--- config.mk ---
export PLATFORM = sky130hd
export DESIGN_NAME = ecall_rx
export DESIGN_NICKNAME = d
export VERILOG_FILES = /design/src/rtl/ecall_rx.sv
export SDC_FILE = /design/constraint.sdc
export NUM_CORES = 1
export LEC_CHECK = 0
export CELL_PAD_IN_SITES_DETAIL_PLACEMENT = 1
export CELL_PAD_IN_SITES_GLOBAL_PLACEMENT = 2
export CORE_AREA = 2 2 183 185
export DETAILED_ROUTE_END_ITERATION = 16
export DIE_AREA = 0 0 185 187
export GPL_TIMING_DRIVEN = 0
export PLACE_DENSITY = 0.78
export SYNTH_ARGS = -nofsm -noshare
export SYNTH_HDL_FRONTEND = slang
export SYNTH_SLANG_ARGS = --single-unit
--- constraint.sdc ---
create_clock -name i_clk -period 4.3 [get_ports i_clk]
set_clock_uncertainty 0.2 [all_clocks]
set_input_delay 0.86 -clock i_clk [delete_from_list [all_inputs] [get_ports i_clk]]
set_output_delay 0.86 -clock i_clk [all_outputs]
set_load 0.02 [all_outputs]
--- src/rtl/ecall_rx.sv ---
// ecall_rx: captures the words the core emits on its ecall pins, buffers
// them in a first-word-fall-through FIFO for a valid/ready consumer, counts
// words lost to overflow, and flags halt/done once the exit word has been
// seen and the buffered words have been drained.
module ecall_rx #(
    parameter int          DEPTH     = 8,
    parameter int          ADDR_W    = 3,
    parameter logic [31:0] HALT_CODE = 32'h0000_000A
) (
    input  logic              i_clk,
    input  logic              i_rst,
    input  logic              i_ecall_ready,
    input  logic [31:0]       i_ecall_data,
    output logic              o_valid,
    output logic [31:0]       o_data,
    input  logic              i_ready,
    output logic [ADDR_W:0]   o_count,
    output logic              o_full,
    output logic              o_overflow,
    input  logic              i_clr_ovf,
    output logic [15:0]       o_drop_cnt,
    output logic              o_halted,
    output logic              o_done
);

    typedef enum logic [1:0] {S_RUN, S_DRAIN, S_DONE} state_t;

    localparam logic [ADDR_W:0] COUNT_FULL = (ADDR_W + 1)'(DEPTH);
    localparam logic [ADDR_W:0] COUNT_ONE  = (ADDR_W + 1)'(1);
    localparam logic [ADDR_W:0] COUNT_ZERO = '0;

    state_t            state_reg;
    logic [31:0]       mem [DEPTH];
    logic [ADDR_W-1:0] wr_ptr_reg;
    logic [ADDR_W-1:0] rd_ptr_reg;
    logic [ADDR_W-1:0] rd_ptr_next;
    logic [ADDR_W:0]   count_reg;
    logic [ADDR_W:0]   count_next;
    logic              valid_reg;
    logic [31:0]       data_reg;
    logic [31:0]       data_next;
    logic              ovf_reg;
    logic [15:0]       drop_cnt_reg;
    logic              halted_reg;
    logic              done_reg;

    logic pop;
    logic push_req;
    logic push;
    logic drop;
    logic full;
    logic is_halt;
    logic last_leaving;

    // Handshake qualifiers and next head word for the registered output stage
    always_comb begin
        full         = (count_reg == COUNT_FULL);
        pop          = valid_reg & i_ready;
        is_halt      = i_ecall_ready & (i_ecall_data == HALT_CODE);
        push_req     = i_ecall_ready & (state_reg == S_RUN) & (i_ecall_data != HALT_CODE);
        push         = push_req & (~full | pop);
        drop         = push_req & full & ~pop;
        rd_ptr_next  = rd_ptr_reg + ADDR_W'(pop);
        last_leaving = (count_reg == COUNT_ZERO) | ((count_reg == COUNT_ONE) & pop);
        count_next   = count_reg;
        if (push & ~pop)
            count_next = count_reg + COUNT_ONE;
        else if (pop & ~push)
            count_next = count_reg - COUNT_ONE;
        // The head comes from the incoming word when the FIFO is (or becomes)
        // empty this cycle, otherwise from storage; held when nothing is left.
        data_next = data_reg;
        if (count_next != COUNT_ZERO) begin
            if (last_leaving)
                data_next = i_ecall_data;
            else
                data_next = mem[rd_ptr_next];
        end
    end

    // Storage array: written on accepted pushes only, never reset
    always_ff @(posedge i_clk) begin
        if (push)
            mem[wr_ptr_reg] <= i_ecall_data;
    end

    // Pointers, occupancy and registered head word
    always_ff @(posedge i_clk or posedge i_rst) begin
        if (i_rst) begin
            wr_ptr_reg <= '0;
            rd_ptr_reg <= '0;
            count_reg  <= '0;
            valid_reg  <= 1'b0;
            data_reg   <= '0;
        end else begin
            if (push)
                wr_ptr_reg <= wr_ptr_reg + ADDR_W'(1);
            rd_ptr_reg <= rd_ptr_next;
            count_reg  <= count_next;
            valid_reg  <= (count_next != COUNT_ZERO);
            data_reg   <= data_next;
        end
    end

    // Overflow flag and saturating drop counter; a clear beats a drop
    always_ff @(posedge i_clk or posedge i_rst) begin
        if (i_rst) begin
            ovf_reg      <= 1'b0;
            drop_cnt_reg <= '0;
        end else if (i_clr_ovf) begin
            ovf_reg      <= 1'b0;
            drop_cnt_reg <= '0;
        end else if (drop) begin
            ovf_reg <= 1'b1;
            if (drop_cnt_reg != 16'hFFFF)
                drop_cnt_reg <= drop_cnt_reg + 16'd1;
        end
    end

    // Run / drain / done sequencing with sticky halted and done flags
    always_ff @(posedge i_clk or posedge i_rst) begin
        if (i_rst) begin
            state_reg  <= S_RUN;
            halted_reg <= 1'b0;
            done_reg   <= 1'b0;
        end else begin
            case (state_reg)
                S_RUN: begin
                    if (is_halt) begin
                        state_reg  <= S_DRAIN;
                        halted_reg <= 1'b1;
                    end
                end
                S_DRAIN: begin
                    if (last_leaving) begin
                        state_reg <= S_DONE;
                        done_reg  <= 1'b1;
                    end
                end
                S_DONE: state_reg <= S_DONE;
                default: state_reg <= S_RUN;
            endcase
        end
    end

    assign o_valid    = valid_reg;
    assign o_data     = data_reg;
    assign o_count    = count_reg;
    assign o_full     = full;
    assign o_overflow = ovf_reg;
    assign o_drop_cnt = drop_cnt_reg;
    assign o_halted   = halted_reg;
    assign o_done     = done_reg;

endmodule
==> report_table.html <==
<table>
<tr><th>Metric</th><th>Value</th></tr>
<tr><th colspan="2">Outcome</th></tr>
<tr><td>Result of the run</td><td>finished clean</td></tr>
<tr><th colspan="2">Setup path</th></tr>
<tr><td>Buf+Inv Stages, Crit Path</td><td>3</td></tr>
<tr><td>Data arrival time of the critical path</td><td>4.32 ns</td></tr>
<tr><td>FF-to-FF path depth</td><td>10</td></tr>
<tr><td>Kind of end point of the critical path</td><td>flop</td></tr>
<tr><td>Critical Path Most Common Cell</td><td>sky130_fd_sc_hd__nor4_1</td></tr>
<tr><td>Slowest stage cell, crit path</td><td>sky130_fd_sc_hd__clkdlybuf4s50_1</td></tr>
<tr><td>Largest stage delay on the critical path</td><td>0.62 ns</td></tr>
<tr><td>Worst setup path category</td><td>input port to flop</td></tr>
<tr><td>Setup crit start kind</td><td>input port</td></tr>
<tr><td>Crit-path cells</td><td>clkdlybuf4s50_1, nor4_1, nand4_1, o21bai_2, nor4_1, or3_1, a221oi_4, buf_12, buf_6, mux2_1</td></tr>
<tr><td>Number of cells on the critical path</td><td>10</td></tr>
<tr><td>Max FO, Critical Path</td><td>10</td></tr>
<tr><td>Worst endpoint required time</td><td>4.48 ns</td></tr>
<tr><td>Family with the most delay on the worst path</td><td>simple AND/OR/NAND/NOR gates</td></tr>
<tr><th colspan="2">Timing</th></tr>
<tr><td>Final-report setup violation count</td><td>0</td></tr>
<tr><td>Maximum clock frequency</td><td>241 MHz</td></tr>
<tr><td>Worst slew margin</td><td>35.5%</td></tr>
<tr><td>Final hold viol count</td><td>0</td></tr>
<tr><td>RSZ-0062 raised after global routing</td><td>false</td></tr>
<tr><td>Setup slack of the critical path after layout</td><td>0.154 ns</td></tr>
<tr><td>Tightest Pin Transition</td><td>0.963 ns</td></tr>
<tr><td>Max-slew violation count</td><td>0</td></tr>
<tr><td>Part of the cycle the worst path needs</td><td>96.4%</td></tr>
<tr><td>Minimum clock period</td><td>4.15 ns</td></tr>
<tr><th colspan="2">Routing</th></tr>
<tr><td>Starting DRT DRC Count</td><td>418</td></tr>
<tr><td>Antenna viol nets, final</td><td>0</td></tr>
<tr><td>Residual DRC count</td><td>0</td></tr>
<tr><td>Average via count per standard cell</td><td>5.26</td></tr>
<tr><td>Drt wl/cell</td><td>22.8 um</td></tr>
<tr><td>Pre-Repair DR Iteration Count</td><td>4</td></tr>
<tr><td>Number of vias after detailed routing</td><td>6,937</td></tr>
<tr><td>Total wire length</td><td>30,100 um</td></tr>
<tr><th colspan="2">Logic synthesis</th></tr>
<tr><td>Synth top area cells</td><td>sky130_fd_sc_hd__edfxtp_1, sky130_fd_sc_hd__dfrtp_1, sky130_fd_sc_hd__mux4_2</td></tr>
<tr><td>Nets in the synthesized netlist</td><td>743</td></tr>
<tr><td>Sequential cell area fraction in the yosys report</td><td>72.5%</td></tr>
<tr><td>Xor/xnor share of the synthesized area</td><td>1.16%</td></tr>
<tr><td>Area share of fa/ha/maj cells after synthesis</td><td>0.976%</td></tr>
<tr><td>Cell count after synthesis</td><td>696</td></tr>
<tr><td>Number of enable-type register cells in the synthesized netlist</td><td>256</td></tr>
<tr><td>Fraction of registers with async set/reset</td><td>20.0%</td></tr>
<tr><td>Complex-gate fraction of the synthesized area</td><td>2.51%</td></tr>
<tr><td>Synthesized cell area</td><td>12,800 um2</td></tr>
<tr><td>Post-synthesis sequential element count</td><td>320</td></tr>
<tr><td>Dominant register cell in the synthesized netlist</td><td>sky130_fd_sc_hd__edfxtp_1</td></tr>
<tr><td>Largest family of logic cells by synthesized area</td><td>multiplexers</td></tr>
<tr><td>Number of distinct library cells after synthesis</td><td>42</td></tr>
<tr><td>Mux contribution to synthesized area</td><td>16.9%</td></tr>
<tr><td>Yosys synthesis warning count</td><td>0</td></tr>
<tr><td>Synthesized area per cell</td><td>18.4 um2</td></tr>
<tr><td>Share of Yosys cell area claimed by the top area cell type</td><td>60.0%</td></tr>
<tr><td>Simple-gate share of the synthesized area</td><td>4.57%</td></tr>
<tr><td>Top cell type by total area after synthesis</td><td>sky130_fd_sc_hd__edfxtp_1</td></tr>
<tr><th colspan="2">Hold path</th></tr>
<tr><td>Number of cells on the worst hold path</td><td>1</td></tr>
<tr><td>Tightest Hold Check Type</td><td>flop to flop</td></tr>
<tr><th colspan="2">Global route</th></tr>
<tr><td>Global-route wire length before repair</td><td>46,900 um</td></tr>
<tr><td>GR Overflow Total</td><td>0</td></tr>
<tr><td>Largest net degree at the start of global routing</td><td>35</td></tr>
<tr><td>Global router's overall resource usage</td><td>18.1%</td></tr>
<tr><td>Antenna violations before repair</td><td>1</td></tr>
<tr><td>Via count of the first global-routing pass</td><td>7,768</td></tr>
<tr><th colspan="2">Power and ir drop</th></tr>
<tr><td>Leakage power of the design</td><td>5.46 nW</td></tr>
<tr><td>Power dissipated by switching net loads</td><td>3.66 mW</td></tr>
<tr><td>Share of power burned in registers</td><td>36.4%</td></tr>
<tr><td>Net switching share of the total power</td><td>32.0%</td></tr>
<tr><td>Comb power frac</td><td>37.6%</td></tr>
<tr><td>Internal power</td><td>7.77 mW</td></tr>
<tr><td>Power share of the clock group</td><td>26.0%</td></tr>
<tr><td>Peak supply drop</td><td>383 uV</td></tr>
<tr><td>Power density over the cells</td><td>719 nW/um2</td></tr>
<tr><th colspan="2">Place</th></tr>
<tr><td>PortBufs</td><td>92</td></tr>
<tr><td>Cell area after placement</td><td>14,700 um2</td></tr>
<tr><td>Post-DP HPWL</td><td>19,700 um</td></tr>
<tr><td>Worst setup slack before clock tree synthesis</td><td>-0.984 ns</td></tr>
<tr><td>Final weighted congestion in routability-driven placement</td><td>0.707</td></tr>
<tr><th colspan="2">Clock network</th></tr>
<tr><td>Sinks on the clock net</td><td>320</td></tr>
<tr><td>Buffer levels on the longest clock path</td><td>3</td></tr>
<tr><td>TritonCTS clock tree</td><td>yes</td></tr>
<tr><td>Number of buffers created by CTS</td><td>36</td></tr>
<tr><td>Clock latency on the worst-skew pair</td><td>0.52 ns</td></tr>
<tr><td>Number of hold-repair buffers added at the cts stage</td><td>0</td></tr>
<tr><td>Clock Pin Slew Worst Setup and Hold Paths</td><td>0.06 ns</td></tr>
<tr><td>H-Tree Level Count</td><td>2</td></tr>
<tr><td>Clock Root Buffer</td><td>sky130_fd_sc_hd__clkbuf_16</td></tr>
<tr><th colspan="2">Floorplanning</th></tr>
<tr><td>Area of the placeable core</td><td>32,900 um2</td></tr>
<tr><td>I/O pin cnt</td><td>94</td></tr>
<tr><td>Number of cell rows</td><td>67</td></tr>
<tr><td>Die X-Extent</td><td>185 um</td></tr>
<tr><td>Chip height</td><td>187 um</td></tr>
<tr><td>Starting utilization of the core area</td><td>39.0%</td></tr>
<tr><td>Total Die Area</td><td>34,600 um2</td></tr>
<tr><th colspan="2">Cells and area</th></tr>
<tr><td>Highest-count cells in the layout ignoring fill and taps</td><td>sky130_fd_sc_hd__edfxtp_1, sky130_fd_sc_hd__clkdlybuf4s50_1, sky130_fd_sc_hd__mux4_2, sky130_fd_sc_hd__dfrtp_1, sky130_fd_sc_hd__nand2_1</td></tr>
<tr><td>Relative area change from synthesis to final layout</td><td>24.1%</td></tr>
<tr><td>Flip-flop count of the largest register after layout</td><td>256</td></tr>
<tr><td>Share of cells above drive strength 1</td><td>21.0%</td></tr>
<tr><td>Most common cell after layout, fill and taps aside</td><td>sky130_fd_sc_hd__edfxtp_1</td></tr>
<tr><td>Post-route cell area</td><td>15,900 um2</td></tr>
<tr><td>Diodes inserted</td><td>0</td></tr>
<tr><td>Filler cell count</td><td>3,153</td></tr>
<tr><td>Register bank with the most flops</td><td>mem</td></tr>
<tr><td>Layout Nets</td><td>892</td></tr>
<tr><th colspan="2">Run</th></tr>
<tr><td>Max capacitance violation total</td><td>0</td></tr>
</table>
worst reg2reg max path, cell delays in order (launching register included):
cell and delay (ns):
sky130_fd_sc_hd__dfrtp_1 0.38, sky130_fd_sc_hd__nand2_1 0.15, sky130_fd_sc_hd__clkinv_1 0.32, sky130_fd_sc_hd__ha_2 0.30, sky130_fd_sc_hd__ha_1 0.29, sky130_fd_sc_hd__clkbuf_1 0.45, sky130_fd_sc_hd__clkbuf_2 0.45, sky130_fd_sc_hd__mux4_2 0.38
sky130_fd_sc_hd__mux2i_1 0.19, sky130_fd_sc_hd__o21ai_0 0.19, sky130_fd_sc_hd__mux2_1 0.35
through the flow:
| step | instances | power (mW) | hold WS (ns) | util (%) | setup TNS (ns) |
|---|---|---|---|---|---|
| after floorplan | 696 | 6.98 | 0.275 | - | -28.07 |
| after global placement | 1236 | 8.30 | 0.253 | 43.6 | -637.36 |
| after detailed placement | 1254 | 8.53 | 0.254 | 44.6 | -44.01 |
| after CTS | 1320 | 11.6 | 0.268 | 48.3 | 0 |
| after global routing | 1320 | 12.0 | 0.281 | 48.4 | 0 |
| final | 1320 | 11.4 | 0.258 | 48.4 | 0 |
area by class of cell:
cell class	instances	area, um2	share of cell area [%]
inverter	10	40.0	0.252
tap	448	561	3.52
clock buffer	49	1030	6.49
buffer	31	176	1.11
sequential	320	9290	58.4
multi-input combinational	334	3430	21.6
clock inverter	16	124	0.779
timing repair buffer	112	1250	7.85
final timing paths:
kind	start	endpoint	slack [ns]
worst max-delay path	i_ecall_data[6]	o_data[6]	0.15
worst min-delay path	o_done	o_done	0.26
worst max register to register	o_valid	o_data[2]	0.54
worst min register to register	o_done	o_done	0.26
max in group asynchronous	i_rst	o_data[10]	2.82
min in group asynchronous	i_rst	o_done	0.51
power by group through the flow:
| stage | registers, mW | clock network, mW | logic (mW) |
|---|---|---|---|
| detailed placement | 4.23 | 0 | 4.31 |
| global route | 4.21 | 3.16 | 4.64 |
| CTS | 4.17 | 3.04 | 4.38 |
| global placement | 4.23 | 0 | 4.06 |
| floorplan | 4.41 | 0 | 2.58 |
| finish | 4.16 | 2.97 | 4.29 |
synthesized netlist by cell type (all sizes together), types with 2 or more instances:
cell,n
a21oi,4
and3,4
and4,2
buf,10
clkbuf,22
dfrtp,64
edfxtp,256
ha,10
inv,9
mux2,36
mux2i,32
mux4,64
nand2,53
nand3,13
nand4,5
nor2,19
nor3,8
nor3b,4
nor4,8
o21ai,36
or3,4
xnor2,8
xor2,9
logic make-up (layout without fill, tap and decap cells):
logic type	Yosys count	count (layout)
buffers and inverters	42	218
multiplexers	132	132
AO/OA/AOI/OAI	51	51
adder cells (fa/ha/maj)	10	10
XOR/XNOR	17	17
flip-flops	320	320
AND/OR/NAND/NOR	124	124
per-layer routing:
| layer | global-route usage (%) | wire [um] |
|---|---|---|
| met2 | 30.8 | 15300 |
| met3 | 3.23 | 1380 |
| met4 | 5.04 | 651 |
| met5 | 0 | 11 |
| met1 | 23.8 | 12700 |
repair_timing:
action | in CTS | in global routing
pin swaps | 1 | 0
gates resized for setup | 12 | 19
setup buffers | 2 | 0
endpoints found under the setup margin | 33 | 32
cloned | 0 | 0
(Power assumes the default switching activity.)
